## src/rtl/lm_sm_sequencer.sv

```systemverilog
// lm_sm_sequencer: decode-stage sequencer that expands an LM/SM instruction
// into one load/store micro-op per set bit of the register list, lowest
// register first, stalling fetch and pipe1 while it runs.
// Optional feature: define LMSM_RA_WB_EN to add the RA write-back (WB) state.
module lm_sm_sequencer #(
  parameter int ADDR_W = 16,
  parameter int LIST_W = 8
) (
  input  logic              clk,
  input  logic              reset,
  input  logic [15:0]       IR,
  input  logic              ir_valid,
  input  logic [ADDR_W-1:0] base_addr,
  input  logic              stall_in,
  output logic              stall_fetch,
  output logic              busy,
  output logic              uop_valid,
  output logic              uop_store,
  output logic [2:0]        uop_reg,
  output logic [ADDR_W-1:0] uop_addr,
  output logic              uop_wb,
  output logic              done
);

`ifdef LMSM_RA_WB_EN
  typedef enum logic [1:0] {IDLE = 2'd0, ISSUE = 2'd1, WB = 2'd2} state_t;
`else
  typedef enum logic [1:0] {IDLE = 2'd0, ISSUE = 2'd1} state_t;
`endif

  state_t              state;
  logic [LIST_W-1:0]   mask_q;
  logic [ADDR_W-1:0]   addr_q;
  logic                is_store_q;
  logic [2:0]          ra_q;

  logic                is_lmsm;
  logic                list_empty;
  logic                start;
  logic                last_bit;

  // Index of the lowest set bit; the list is walked R0 upwards.
  function automatic logic [2:0] lowest_idx(input logic [LIST_W-1:0] m);
    logic [2:0] idx;
    idx = '0;
    for (int i = LIST_W - 1; i >= 0; i--) begin
      if (m[i]) idx = 3'(i);
    end
    return idx;
  endfunction

  assign is_lmsm    = (IR[15:13] == 3'b011);
  assign list_empty = (IR[LIST_W-1:0] == '0);
  assign start      = ir_valid & is_lmsm & (state == IDLE) & ~stall_in;
  // Exactly one bit left: clearing the lowest bit leaves nothing.
  assign last_bit   = ((mask_q & (mask_q - LIST_W'(1))) == '0);

  // Bits of IR beyond the register list and the opcode fields are not used here.
  logic unused_ir;
  assign unused_ir = ^IR[8:LIST_W];
`ifndef LMSM_RA_WB_EN
  logic unused_ra;
  assign unused_ra = ^ra_q;
`endif

  // Micro-op outputs follow the state; issue and completion are gated by stall_in.
  always_comb begin
    uop_valid = 1'b0;
    uop_store = 1'b0;
    uop_reg   = '0;
    uop_addr  = '0;
    uop_wb    = 1'b0;
    done      = 1'b0;
    case (state)
      IDLE: begin
`ifndef LMSM_RA_WB_EN
        // An empty list completes on the spot with no transfer.
        done = start & list_empty;
`endif
      end
      ISSUE: begin
        uop_valid = ~stall_in;
        uop_store = is_store_q;
        uop_reg   = lowest_idx(mask_q);
        uop_addr  = addr_q;
`ifndef LMSM_RA_WB_EN
        done      = last_bit & ~stall_in;
`endif
      end
`ifdef LMSM_RA_WB_EN
      WB: begin
        uop_valid = ~stall_in;
        uop_wb    = 1'b1;
        uop_reg   = ra_q;
        uop_addr  = addr_q;
        done      = ~stall_in;
      end
`endif
      default: ;
    endcase
    busy        = (state != IDLE);
    // pipe1 is released in the cycle the final micro-op is accepted.
    stall_fetch = ((state == IDLE) & ir_valid & is_lmsm & ~list_empty) |
                  ((state != IDLE) & ~(done & ~stall_in));
  end

  // FSM and latched instruction context; each accepted transfer retires one list bit.
  always_ff @(posedge clk or posedge reset) begin
    if (reset) begin
      state      <= IDLE;
      mask_q     <= '0;
      addr_q     <= '0;
      is_store_q <= 1'b0;
      ra_q       <= '0;
    end else begin
      case (state)
        IDLE: begin
          if (start) begin
            mask_q     <= IR[LIST_W-1:0];
            addr_q     <= base_addr;
            is_store_q <= IR[12];
            ra_q       <= IR[11:9];
            if (!list_empty) state <= ISSUE;
`ifdef LMSM_RA_WB_EN
            else             state <= WB;
`endif
          end
        end
        ISSUE: begin
          if (!stall_in) begin
            mask_q <= mask_q & (mask_q - LIST_W'(1));
            addr_q <= addr_q + ADDR_W'(1);
            if (last_bit) begin
`ifdef LMSM_RA_WB_EN
              state <= WB;
`else
              state <= IDLE;
`endif
            end
          end
        end
`ifdef LMSM_RA_WB_EN
        WB: begin
          if (!stall_in) state <= IDLE;
        end
`endif
        default: state <= IDLE;
      endcase
    end
  end

endmodule

```

## config.mk

```make
export PLATFORM = sky130hd
export DESIGN_NAME = lm_sm_sequencer
export DESIGN_NICKNAME = d
export VERILOG_FILES = /design/src/rtl/lm_sm_sequencer.sv
export SDC_FILE = /design/constraint.sdc
export NUM_CORES = 1
export LEC_CHECK = 0
export CAP_MARGIN = 10
export CORE_ASPECT_RATIO = 0.75
export CORE_MARGIN = 3
export CORE_UTILIZATION = 42
export CTS_BUF_LIST = sky130_fd_sc_hd__clkbuf_4
export CTS_CLUSTER_SIZE = 24
export DETAILED_ROUTE_END_ITERATION = 16
export GPL_TIMING_DRIVEN = 0
export HOLD_SLACK_MARGIN = 0.02
export PLACE_DENSITY_LB_ADDON = 0.25
export SYNTH_ARGS = -nofsm -noshare
export SYNTH_HDL_FRONTEND = slang
export SYNTH_SLANG_ARGS = --single-unit
export TNS_END_PERCENT = 100
```

## constraint.sdc

```tcl
create_clock -name clk -period 2.4 [get_ports clk]
set_clock_uncertainty 0.2 [all_clocks]
set_input_delay 0.48 -clock clk [delete_from_list [all_inputs] [get_ports clk]]
set_output_delay 0.48 -clock clk [all_outputs]
set_load 0.01 [all_outputs]
```

## Word-level counts from Yosys, hierarchy flattened

Cells that the tools add are included.

| operators by class | value |
|---|---|
| add/subtract/negate cells | 2 |
| reduce and logical (&&, ||, !) cells | 8 |
| bitwise logic cells | 15 |
| muxes and demuxes | 24 |
| eq/ne operators | 6 |

Operator list:

| cell | count |
|---|---|
| $mux W16 | 3 |
| $pmux W16 S2 | 1 |
| $mux W3 | 9 |
| $add A16 B1 Y16 const B | 1 |
| $logic_not A8 Y1 | 2 |
| $mux W8 | 2 |
| $pmux W8 S2 | 1 |
| $and A1 B1 Y1 | 10 |
| $and A8 B8 Y8 | 1 |
| $mux W2 | 4 |
| $ne A2 B2 Y1 const B | 4 |
| $sub A8 B1 Y8 const B | 1 |
| $pmux W2 S2 | 1 |
| $reduce_and A4 Y1 | 1 |
| $reduce_bool A2 Y1 | 2 |
| $eq A3 B2 Y1 const B | 1 |
| $not A1 Y1 | 3 |
| $reduce_and A3 Y1 | 1 |
| $eq A2 B1 Y1 const B | 1 |
| $logic_not A2 Y1 | 1 |
| $mux W1 | 2 |
| $pmux W1 S2 | 1 |
| $reduce_and A2 Y1 | 1 |
| $or A1 B1 Y1 | 1 |

| word-level totals | value |
|---|---|
| register bits after elaboration | 27 |

## Logic depth before layout (Yosys ltp)

Gate-level depths: netlist of the first run.

| logic depth | value |
|---|---|
| word-level depth | 10 |
| mapped depth | 6 |

## Worst setup path after synthesis of the first run

Ideal clock, no wire load.

| timing path | value |
|---|---|
| path kind | flip-flop to output port |
| from | reg mask_q[0] |
| to | out stall_fetch |
| setup slack | -0.100 ns |
| data arrival time | 1.820 ns |
| stages on the path, launching flop included | 6 |
| path buffers | 1 |
| cells stage by stage | dfrtp_1 > or4_1 > buf_2 > a2111oi_4 > o311ai_1 > a22o_1 |

| between the ends | value |
|---|---|
| cells in the longest elaborated chain, start to end | 9 |

Ends and longest elaborated chain:

| what | line | text |
|---|---|---|
| start, declared | 32 | `logic [LIST_W-1:0] mask_q;` |
| start signal, assigned | 119 | `mask_q <= IR[LIST_W-1:0];` |
| start signal, assigned | 131 | `mask_q <= mask_q & (mask_q - LIST_W'(1));` |
| $sub A8 B1 Y8 | 56 | `assign last_bit = ((mask_q & (mask_q - LIST_W'(1))) == '0);` |
| $and A8 B8 Y8 * | 56 |  |
| $logic_not A8 Y1 * | 56 |  |
| $and A1 B1 Y1 * | 87 | `done = last_bit & ~stall_in;` |
| $pmux W1 S2 * | 74 | `case (state)` |
| $and A1 B1 Y1 * | 104 | `((state != IDLE) & ~(done & ~stall_in));` |
| $not A1 Y1 * | 104 |  |
| $and A1 B1 Y1 * | 104 |  |
| $or A1 B1 Y1 * | 103 | `stall_fetch = ((state == IDLE) & ir_valid & is_lmsm & ~list_empty) \|` |
| end, declared | 15 | `output logic stall_fetch,` |

Every way passes the cells marked *; elsewhere a longest branch is shown, timed or not.

## Worst setup path in the final report of the first run

| timing path | value |
|---|---|
| from | reg mask_q[0] |
| to | out done |

| between the ends | value |
|---|---|
| cells in the longest elaborated chain, start to end | 5 |

Ends and longest elaborated chain:

| what | line | text |
|---|---|---|
| $sub A8 B1 Y8 | 56 |  |
| $and A8 B8 Y8 * | 56 |  |
| $logic_not A8 Y1 * | 56 |  |
| $and A1 B1 Y1 * | 87 |  |
| $pmux W1 S2 * | 74 |  |
| end, declared | 22 | `output logic done` |

Marked as above.

==> summary.md, run 1 <==
| Metric | Value |
|---|---|
| Fin. max-slew vios | 0 |
| Power Density | 912 mW/mm2 |
| Top_reg_cell synth | dfrtp_1 |
| Critical R2R Launch | mask_q[0]$_DFFE_PP0P_ |
| HP Start | is_store_q$_DFFE_PP0P_ |
| Async SR Flop Fraction | 100% |
| Share of post-route cells with drive strength above 1 | between 10% and 20% |
| Most common cell in the netlist | dfrtp_1 |
| Hold-fix buffers, CTS | 0 |
| Crit path max-delay cell type | or4_4 |
| H-tree depth | 1 |
| # port buffers | 54 |
| Crit path required time | 1.72 ns |
| Final setup violation count | 3 |
| Initial antenna violation count | 0 |
| Cell taking the most area after synthesis | dfrtp_1 |
| Top fanout value on the critical path | 4 |
| Post-Synthesis Net Count | 251 |
| Top post-synthesis cells by area | dfrtp_1, a21oi_1, and2_1 |
| Die width | 81.2 um |
| Clock power frac | 13.3% |
| Hold Path Stages | 1 |
| Hold EP | is_store_q$_DFFE_PP0P_ |
| Initial DRC Count | 267 |
| DP Worst Slack | -0.798 ns |
| DRC | 0 |
| Area grow syn2layout | 48.3% |
| Antenna cells | 0 |
| Syn Area/Cell | 8.33 um2 |
| Sequential share of the synthesized area | between 30% and 40% |
| Internal Pwr Total | 0.00139 W |
| Clock transition at path regs | 0.16 ns |
| Switching share of power | 42.2% |
| P_sw | 0.00102 W |
| Crit. End Element | output pin |
| Synthesized instance count | about 210 |
| Fin. Hold Viols | 0 |
| Placer Congestion | around 0.94 |
| RSZ-0062 raised after global routing | yes |
| Cell Count, Final, Fillers Out | 338 |
| GRT overflow | 0 |
| Slew @ Worst Pin | between 1 and 1.5 ns |
| Ports | 61 |
| R2R Path End | mask_q[7]$_DFFE_PP0P_ |
| Maximum cell stage delay along the critical path | 0.58 ns |
| Clk_lat worst skew | 0.34 ns |
| Number of fill cells in the layout | a little over 300 |
| VDD IR max | 0.511 mV |
| Cell Area, Synth | roughly 0.0018 mm2 |
| Outcome | finished, violations left |
| Commonest cells post-synth | dfrtp_1, a21oi_1, nand2_1, and2_1, o21ai_1 |
| F_max | 339 MHz |
| WL final | 5.87 mm |
| First-pass DRT Iterations | 5 |
| Slew HR | between 30% and 40% |
| R2R depth | 6 |
| Synth Register Bits | 26 |
| Top cell type's share of synthesized area | 36.5% |
| R2R setup slack | 0.11 ns |
| Gate power share | 50.5% |
| Pin count of the biggest net entering global routing | 27 |
| Row count | 19 |
| Arrival time at the worst endpoint | 2.27 ns |
| Clk buf depth | 2 |
| Tmin final | a little under 3 ns |
| Critical path type | flop to output pin |
| Type of the tightest min-delay check | flop to flop |
| Tcrit/Tclk final | 123% |
| Startpoint class of the critical path | flop |
| Leakage power | 1.16 nW |
| Delay-heaviest family, CP | compound AO/OA/AOI/OAI gates |
| Post-route ant nets | 0 |
| GR Util All Layers | 23.8% |
| Cts bufs inserted | 3 |
| DP HPWL | 4.06 mm |
| Vias in the first global route | 1923 |
| Distinct cell type count after synthesis | 48 |
| Max-cap violation count | 0 |
| Final nets | 324 |
| Core Box Area | approximately 0.0039 mm2 |
| Initial core utilization | a little under half |
| Fin worst setup slack | -0.546 ns |
| Crit path cell chain | or4_4 > a2111oi_4 > o311ai_2 > buf_4 > o22ai_2 > buf_2 |
| Post-synth EDFFs | 0 |
| Post-Route Hold Slack | 0.303 ns |
| Seq pwr share | 36.2% |
| Crit path buffers/inverters | 2 |
| Placed instance count | between 300 and 400 |
| CTS Sinks | 26 |
| Die ar. | around 0.0051 mm2 |
| Via count | just over 2000 |
| DR WL/cell | 17.4 um |
| First-pass GRT wire length | 9.62 mm |
| Critical Path Stages | 6 |
| Vias per cell | 6.15 |
| Die height | about 62 um |
| CTS tree | yes |
| Syn. warnings | 0 |
| Failing checks | negative setup slack |
| CTS root buf | clkbuf_4 |
==> worst max-delay path by stage <==
stage | from | end | slack (ns)
3_5_place_dp | state[0]$_DFFE_PP0P_ | uop_reg[1] | -0.80
3_3_place_gp | state[0]$_DFFE_PP0P_ | uop_reg[1] | -0.81
5_1_grt | mask_q[0]$_DFFE_PP0P_ | done | -0.61
6_report | mask_q[0]$_DFFE_PP0P_ | done | -0.55
4_1_cts | mask_q[3]$_DFFE_PP0P_ | stall_fetch | -0.54
2_1_floorplan | mask_q[3]$_DFFE_PP0P_ | stall_fetch | -0.06
==> kinds of logic (layout without fill, tap and decap cells) <==
family | count (synthesis) | count (layout) | share of synthesized area [%]
DFF | 26 | 26 | 36.5
other | 1 | 1 | 0.210
muxes | 3 | 3 | 1.76
AOI/OAI and AO/OA | 81 | 81 | 31.3
adders and majority gates | 2 | 2 | 1.26
buffers and inverters | 24 | 96 | 5.34
and+or+nand+nor | 77 | 77 | 23.6
==> power groups by stage <==
stage / sequential, W / combinational [W] / clock [W]
2_1_floorplan: 0.000817 / 0.000667 / 0
3_3_place_gp: 0.000879 / 0.000953 / 0
3_5_place_dp: 0.000887 / 0.000965 / 0
4_1_cts: 0.000862 / 0.00111 / 0.000320
5_1_grt: 0.000900 / 0.00133 / 0.000342
6_report: 0.000873 / 0.00122 / 0.000320
==> what timing repair did <==
item,in CTS,in global routing
setup endpoints to repair,24,19
endpoints found under the hold margin,0,0
setup buffers,8,7
pin swaps,4,4
resized for setup,52,16
==> sequential cells by signal, summed over array words and instances, names as in the netlist <==
| name | flops |
|---|---|
| mask_q | 8 |
| state | 1 |
| is_store_q | 1 |
| addr_q | 16 |
==> cell type report <==
cell class / count / area (um2) / share of cell area [%]
Multi-Input combinational cell: 164 / 1080 / 40.8
Sequential cell: 26 / 654 / 24.8
Timing Repair Buffer: 69 / 637 / 24.1
Buffer: 12 / 114 / 4.31
Tap cell: 52 / 65.1 / 2.46
Inverter: 11 / 41.3 / 1.56
Clock inverter: 1 / 30.0 / 1.14
Clock buffer: 3 / 22.5 / 0.852
==> routing by layer <==
| metal | global-route usage (%) | wire length, um |
|---|---|---|
| met1 | 36.5 | 2710 |
| met2 | 33.8 | 2570 |
| met3 | 5.62 | 536 |
| met4 | 5.06 | 54 |
| met5 | 0 | 0 |
==> layout by cell type (no fill, tap or decap), types with 3 or more instances in the layout <==
cell type / count
clkbuf_4: 4
nand4_1: 4
inv_1: 9
a21oi_1: 21
dfrtp_2: 3
clkdlybuf4s15_1: 6
nand2b_1: 5
clkdlybuf4s50_1: 32
and2_1: 14
o22ai_1: 4
nor4_1: 9
o2bb2ai_1: 4
dlygate4sd2_1: 10
a31oi_1: 3
o311ai_1: 3
dfrtp_1: 23
o31ai_1: 4
a22o_1: 7
o21ai_0: 6
dlymetal6s2s_1: 3
buf_4: 15
nand3_1: 6
clkbuf_1: 4
buf_2: 3
o21ai_1: 11
nand2_1: 19
nor2_1: 7
==> through the flow <==
step | utilization (%) | TNS [ns] | area (um2) | total power (W)
3_3_place_gp | 62.0 | -14.02 | 2400 | 0.00183
6_report | 68.2 | -1.26 | 2640 | 0.00241
5_1_grt | 68.2 | -1.45 | 2640 | 0.00257
2_1_floorplan | - | -0.104 | 1800 | 0.00148
3_5_place_dp | 62.0 | -13.89 | 2400 | 0.00185
4_1_cts | 66.4 | -1.51 | 2570 | 0.00229
==> worst reg2reg max path, stage by stage, from the launching register on <==
cell	delay, ns
dfrtp_1	0.41
or4_4	0.58
buf_4	0.16
buf_6	0.12
or3_1	0.33
o311ai_1	0.27
o21ai_1	0.12
(Power assumes the default switching activity.)
==> run 2, diff against run 1 <==
--- a/config.mk
+++ b/config.mk
@@ -8,8 +8,8 @@
 export CAP_MARGIN = 10
 export CORE_ASPECT_RATIO = 0.75
 export CORE_MARGIN = 3
-export CORE_UTILIZATION = 42
-export CTS_BUF_LIST = sky130_fd_sc_hd__clkbuf_4
+export CORE_UTILIZATION = 41
+export CTS_BUF_LIST = sky130_fd_sc_hd__clkbuf_16
 export CTS_CLUSTER_SIZE = 24
 export DETAILED_ROUTE_END_ITERATION = 16
 export GPL_TIMING_DRIVEN = 0
==> summary.md, run 2 (synthesized netlist as in run 1, its figures left out) <==
| Metric | Value |
|---|---|
| Top flop regs | addr_q (16), mask_q (8) |
| WL final | 6.10 mm |
| Ports | 61 |
| Startpoint class of the critical path | flop |
| Fin. Hold Viols | 0 |
| CTS Sinks | 26 |
| Seq pwr share | between 30% and 40% |
| Design area | roughly 0.0027 mm2 |
| Critical path type | flop to output pin |
| GRT overflow | 0 |
| GR Util All Layers | ~24% |
| Commonest non-fill, non-tap cell in the layout | clkdlybuf4s50_1 |
| # port buffers | 54 |
| Initial core utilization | 43.2% |
| Switching share of power | 42.5% |
| Slew @ Worst Pin | 1.02 ns |
| Final setup violation count | 2 |
| Vias in the first global route | roughly 2000 |
| DR WL/cell | 18.0 um |
| Via count | 2081 |
| Leakage power | approximately 1.2 nW |
| Arrival time at the worst endpoint | around 2.2 ns |
| Clock transition at path regs | 0.07 ns |
| Tcrit/Tclk final | 119% |
| Crit. End Element | output pin |
| Share of post-route cells with drive strength above 1 | 14.8% |
| P_sw | approximately 0.0011 W |
| Largest register by flop count | addr_q |
| First-pass GRT wire length | between 9 and 10 mm |
| DRC | 0 |
| Antenna cells | 0 |
| Clk_lat worst skew | 0.26 ns |
| Cts bufs inserted | 3 |
| VDD IR max | 0.480 mV |
| Power Density | 930 mW/mm2 |
| Vias per cell | 6.14 |
| Power Total | around 0.0025 W |
| Core Box Area | 0.00413 mm2 |
| Pin count of the biggest net entering global routing | 27 |
| DP Worst Slack | -0.829 ns |
| Final nets | 322 |
| Clock power frac | 15.5% |
| First-pass DRT Iterations | 5 |
| Fin worst setup slack | -0.454 ns |
| Die ar. | 0.00518 mm2 |
| DP HPWL | 4.08 mm |
| CTS tree | yes |
| R2R depth | 6 |
| Clk buf depth | 2 |
| Fin. max-slew vios | 0 |
| Failing checks | negative setup slack |
| Initial antenna violation count | 0 |
| Most frequent cells in the layout | clkdlybuf4s50_1, dfrtp_1, a21oi_1 |
| Largest register FFs | 16 |
| RSZ-0062 raised after global routing | yes |
| Gate power share | approximately half |
| Tmin final | 2.85 ns |
| F_max | approximately 350 MHz |
| Top fanout value on the critical path | 4 |
| Type of the tightest min-delay check | flop to flop |
| Slew HR | 31.9% |
| Outcome | finished, violations left |
| Max-cap violation count | 0 |
| Die width | 82.1 um |
| Multi-input combinational cell area | 0.00110 mm2 |
| H-tree depth | 1 |
| CTS root buf | clkbuf_16 |
| Crit path required time | between 1.5 and 2 ns |
| Placer Congestion | 0.910 |
| Number of fill cells in the layout | 377 |
| Internal Pwr Total | 0.00142 W |
| Area grow syn2layout | 49.6% |
| Row count | 20 |
| Post-route ant nets | 0 |
| Sequential Area | 654 um2 |
| Die height | roughly 63 um |
| Hold Path Stages | 1 |
| Placed cell areas | 0.00240 mm2 |
| Utilization after layout | between 60 and 70% |
| Initial DRC Count | 162 |
| Hold-fix buffers, CTS | 0 |
==> run 2: changes by cell type in the layout (fill, tap and decap cells not counted), moves of 3 or more <==
cell and change:
clkbuf_16 +3, clkdlybuf4s15_1 -6, clkdlybuf4s50_1 +3, dlygate4sd2_1 +3
clkbuf_4 -3
==> run 2: through the flow <==
step / cells / TNS, ns / hold slack [ns]
2_1_floorplan: 214 / -0.104 / 0.250
3_5_place_dp: 323 / -14.40 / 0.275
5_1_grt: 339 / -0.965 / 0.327
4_1_cts: 340 / -0.934 / 0.291
3_3_place_gp: 323 / -13.78 / 0.262
6_report: 339 / -0.862 / 0.284
==> run 2: what timing repair did <==
action                     CTS  global route
gates resized for setup     49            14
setup endpoints to repair   26            15
pin swaps                    7             5
buffers inserted            13             0
==> run 2: critical path, stage by stage (launching register included) <==
cell and delay [ns]:
dfrtp_1 0.38, or4_4 0.60, a2111oi_4 0.39, o311ai_4 0.15, a22o_1 0.25, buf_2 0.14
==> run 2: cell type report <==
cell class | instances | area share [%]
clock inverter | 1 | 0.141
buffer | 12 | 4.08
multi-input combinational | 164 | 41.2
clock buffer | 3 | 2.82
tap | 55 | 2.58
sequential | 26 | 24.6
inverter | 11 | 1.55
timing repair buffer | 67 | 23.1
==> run 2: worst paths after layout <==
kind,startpoint,to,slack (ns)
hold / removal,is_store_q$_DFFE_PP0P_,is_store_q$_DFFE_PP0P_,0.28
hold reg to reg,is_store_q$_DFFE_PP0P_,is_store_q$_DFFE_PP0P_,0.28
min in group asynchronous,reset,is_store_q$_DFFE_PP0P_,0.56
setup reg to reg,mask_q[0]$_DFFE_PP0P_,state[0]$_DFFE_PP0P_,0.09
max in group asynchronous,reset,mask_q[7]$_DFFE_PP0P_,0.76
setup / recovery,mask_q[0]$_DFFE_PP0P_,stall_fetch,-0.45
==> run 2: metal layers <==
| layer | GRT usage, % | part of all wire (%) | wire length, um |
|---|---|---|---|
| met5 | 0 | 0 | 0 |
| met4 | 7.47 | 2.1 | 131 |
| met3 | 5.71 | 8.9 | 545 |
| met2 | 34.8 | 43 | 2630 |
| met1 | 35.2 | 46 | 2790 |
==> run 2: power by group through the flow <==
| stage | sequential [W] | clock [W] | combinational [W] |
|---|---|---|---|
| after floorplan | 0.000817 | 0 | 0.000667 |
| after global placement | 0.000879 | 0 | 0.000956 |
| after detailed placement | 0.000889 | 0 | 0.000973 |
| after CTS | 0.000859 | 0.000384 | 0.00117 |
| after global routing | 0.000902 | 0.000400 | 0.00132 |
| final | 0.000875 | 0.000384 | 0.00122 |
==> run 3, diff against run 2 <==
--- a/config.mk
+++ b/config.mk
@@ -8,12 +8,13 @@
 export CAP_MARGIN = 10
 export CORE_ASPECT_RATIO = 0.75
 export CORE_MARGIN = 3
-export CORE_UTILIZATION = 41
+export CORE_UTILIZATION = 30
 export CTS_BUF_LIST = sky130_fd_sc_hd__clkbuf_16
 export CTS_CLUSTER_SIZE = 24
 export DETAILED_ROUTE_END_ITERATION = 16
 export GPL_TIMING_DRIVEN = 0
 export HOLD_SLACK_MARGIN = 0.02
+export MAX_ROUTING_LAYER = met4
 export PLACE_DENSITY_LB_ADDON = 0.25
 export SYNTH_ARGS = -nofsm -noshare
 export SYNTH_HDL_FRONTEND = slang
==> summary.md, run 3 (synthesized netlist as in run 1, its figures left out) <==
| Metric | Value |
|---|---|
| Outcome | finished, violations left |
| Failing checks | negative setup slack |
| Sequential Area | 654 um2 |
| Clock transition at path regs | around 0.07 ns |
| DRC | 0 |
| Placed instance count | 343 |
| CTS Sinks | 26 |
| Largest register FFs | 16 |
| Ports | 61 |
| Gate power share | a little under half |
| Seq pwr share | 34.2% |
| Internal Pwr Total | 0.00153 W |
| F_max | 351 MHz |
| Cts bufs inserted | 3 |
| Clk buf depth | 2 |
| CTS root buf | clkbuf_16 |
| WL final | roughly 5.9 mm |
| Top flop regs | addr_q (16), mask_q (8) |
| Cell Count, Final, Fillers Out | 360 |
| Clock power frac | between 10% and 20% |
| P_sw | 0.00100 W |
| CTS tree | yes |
| Max-cap violation count | 0 |
| Top fanout value on the critical path | 6 |
| Die width | 95.0 um |
| Post-route ant nets | 0 |
| Number of fill cells in the layout | 582 |
| Fin. Hold Viols | 0 |
| Type of the tightest min-delay check | flop to flop |
| Utilization after layout | 48.6% |
| Hold-fix buffers, CTS | 0 |
| Switching share of power | between 30% and 40% |
| Die height | 72.7 um |
| Power Total | 0.00253 W |
| Area grow syn2layout | 50.6% |
| First-pass DRT Iterations | 4 |
| Vias in the first global route | 1852 |
| Fin. max-slew vios | 0 |
| Pin count of the biggest net entering global routing | 27 |
| Row count | 23 |
| Slew @ Worst Pin | 1.03 ns |
| Critical path type | flop to output pin |
| Tmin final | between 2 and 3 ns |
| Final nets | about 320 |
| Post-Route Hold Slack | between 0.2 and 0.3 ns |
| Fin worst setup slack | -0.452 ns |
| GRT overflow | 0 |
| Share of post-route cells with drive strength above 1 | 14.7% |
| Most frequent cells in the layout | clkdlybuf4s50_1, dfrtp_1, a21oi_1 |
| Final setup violation count | 3 |
| Placer Congestion | 0.857 |
| Antenna cells | 0 |
| H-tree depth | 1 |
| Initial core utilization | roughly a third |
| Fin Setup TNS | -0.989 ns |
| GR Util All Layers | a little under a fifth |
| First-pass GRT wire length | around 9.6 mm |
| Power Density | 945 mW/mm2 |
| DP HPWL | 4.29 mm |
| Arrival time at the worst endpoint | 2.17 ns |
| Core Box Area | roughly 0.0055 mm2 |
| DR WL/cell | 16.5 um |
| Commonest non-fill, non-tap cell in the layout | clkdlybuf4s50_1 |
| Initial antenna violation count | 0 |
| Via count | 1957 |
| Leakage power | 1.14 nW |
| Die ar. | just under 0.007 mm2 |
| Vias per cell | 5.44 |
| Clk_lat worst skew | 0.27 ns |
| Largest register by flop count | addr_q |
| Slew HR | 31.5% |
| Multi-input combinational cell area | 0.00107 mm2 |
| Tcrit/Tclk final | 119% |
| VDD IR max | roughly 0.39 mV |
| # port buffers | between 50 and 60 |
| Startpoint class of the critical path | flop |
| Initial DRC Count | 164 |
| Crit path required time | 1.72 ns |
| RSZ-0062 raised after global routing | yes |
| Crit. End Element | output pin |
-- run 3: cell count changes in the layout (fill, tap and decap cells not counted), sizes merged --
| cell | before | now |
|---|---|---|
| dlymetal6s2s | 3 | 0 |
| dlygate4sd2 | 13 | 15 |
| bufinv | 0 | 1 |
| clkbuf | 12 | 13 |
| clkdlybuf4s50 | 35 | 36 |
| clkinv | 1 | 0 |
-- run 3: path summary, 6_finish.rpt --
path                                             start                     end  slack (ns)  cells past startpoint
max in group asynchronous                        reset   mask_q[5]$_DFFE_PP0P_        0.75                      2
worst min-delay path            is_store_q$_DFFE_PP0P_  is_store_q$_DFFE_PP0P_        0.28                      1
worst min register to register  is_store_q$_DFFE_PP0P_  is_store_q$_DFFE_PP0P_        0.28                      1
worst max-delay path             mask_q[0]$_DFFE_PP0P_             stall_fetch       -0.45                      5
worst max register to register   mask_q[0]$_DFFE_PP0P_   mask_q[7]$_DFFE_PP0P_        0.07                      6
min in group asynchronous                        reset  is_store_q$_DFFE_PP0P_        0.56                      2
-- run 3: worst max-delay path: stages, from the launching register on --
cell       delay (ns)
dfrtp_1          0.43
or4_4            0.60
a2111oi_4        0.34
o311ai_2         0.16
a22o_1           0.24
buf_2            0.14
-- run 3: timing repair --
item                       CTS  global route
setup endpoints to repair   25            14
gates resized for setup     50             5
pin swaps                    6             4
buffers inserted            12             2
-- run 3: stage by stage --
step	worst slack [ns]	instance area [um2]
3_5_place_dp	-0.892	2430
6_report	-0.452	2680
2_1_floorplan	-0.0609	1800
3_3_place_gp	-0.883	2430
5_1_grt	-0.528	2680
4_1_cts	-0.464	2660
-- run 3: cell type report --
class,instances,area share [%]
clock inverter,1,1.12
buffer,12,4.01
inverter,11,1.54
tap,75,3.50
multi-input combinational,164,39.8
timing repair buffer,68,22.8
sequential,26,24.4
clock buffer,3,2.80
-- run 3: routing by layer --
| metal | share of wire (%) | vias to the layer above | global-route usage (%) |
|---|---|---|---|
| met5 | 0 | - | - |
| met4 | 0.57 | 0 | 3.68 |
| met3 | 8.6 | 4 | 3.81 |
| met2 | 41 | 85 | 25.4 |
| met1 | 49 | 909 | 27.9 |
| li1 | - | 959 | - |
-- run 3: power groups by stage --
stage	sequential, W	clock [W]	combinational [W]
2_1_floorplan	0.000817	0	0.000667
3_3_place_gp	0.000882	0	0.000960
3_5_place_dp	0.000885	0	0.000968
4_1_cts	0.000859	0.000508	0.00113
5_1_grt	0.000901	0.000515	0.00129
6_report	0.000867	0.000499	0.00117
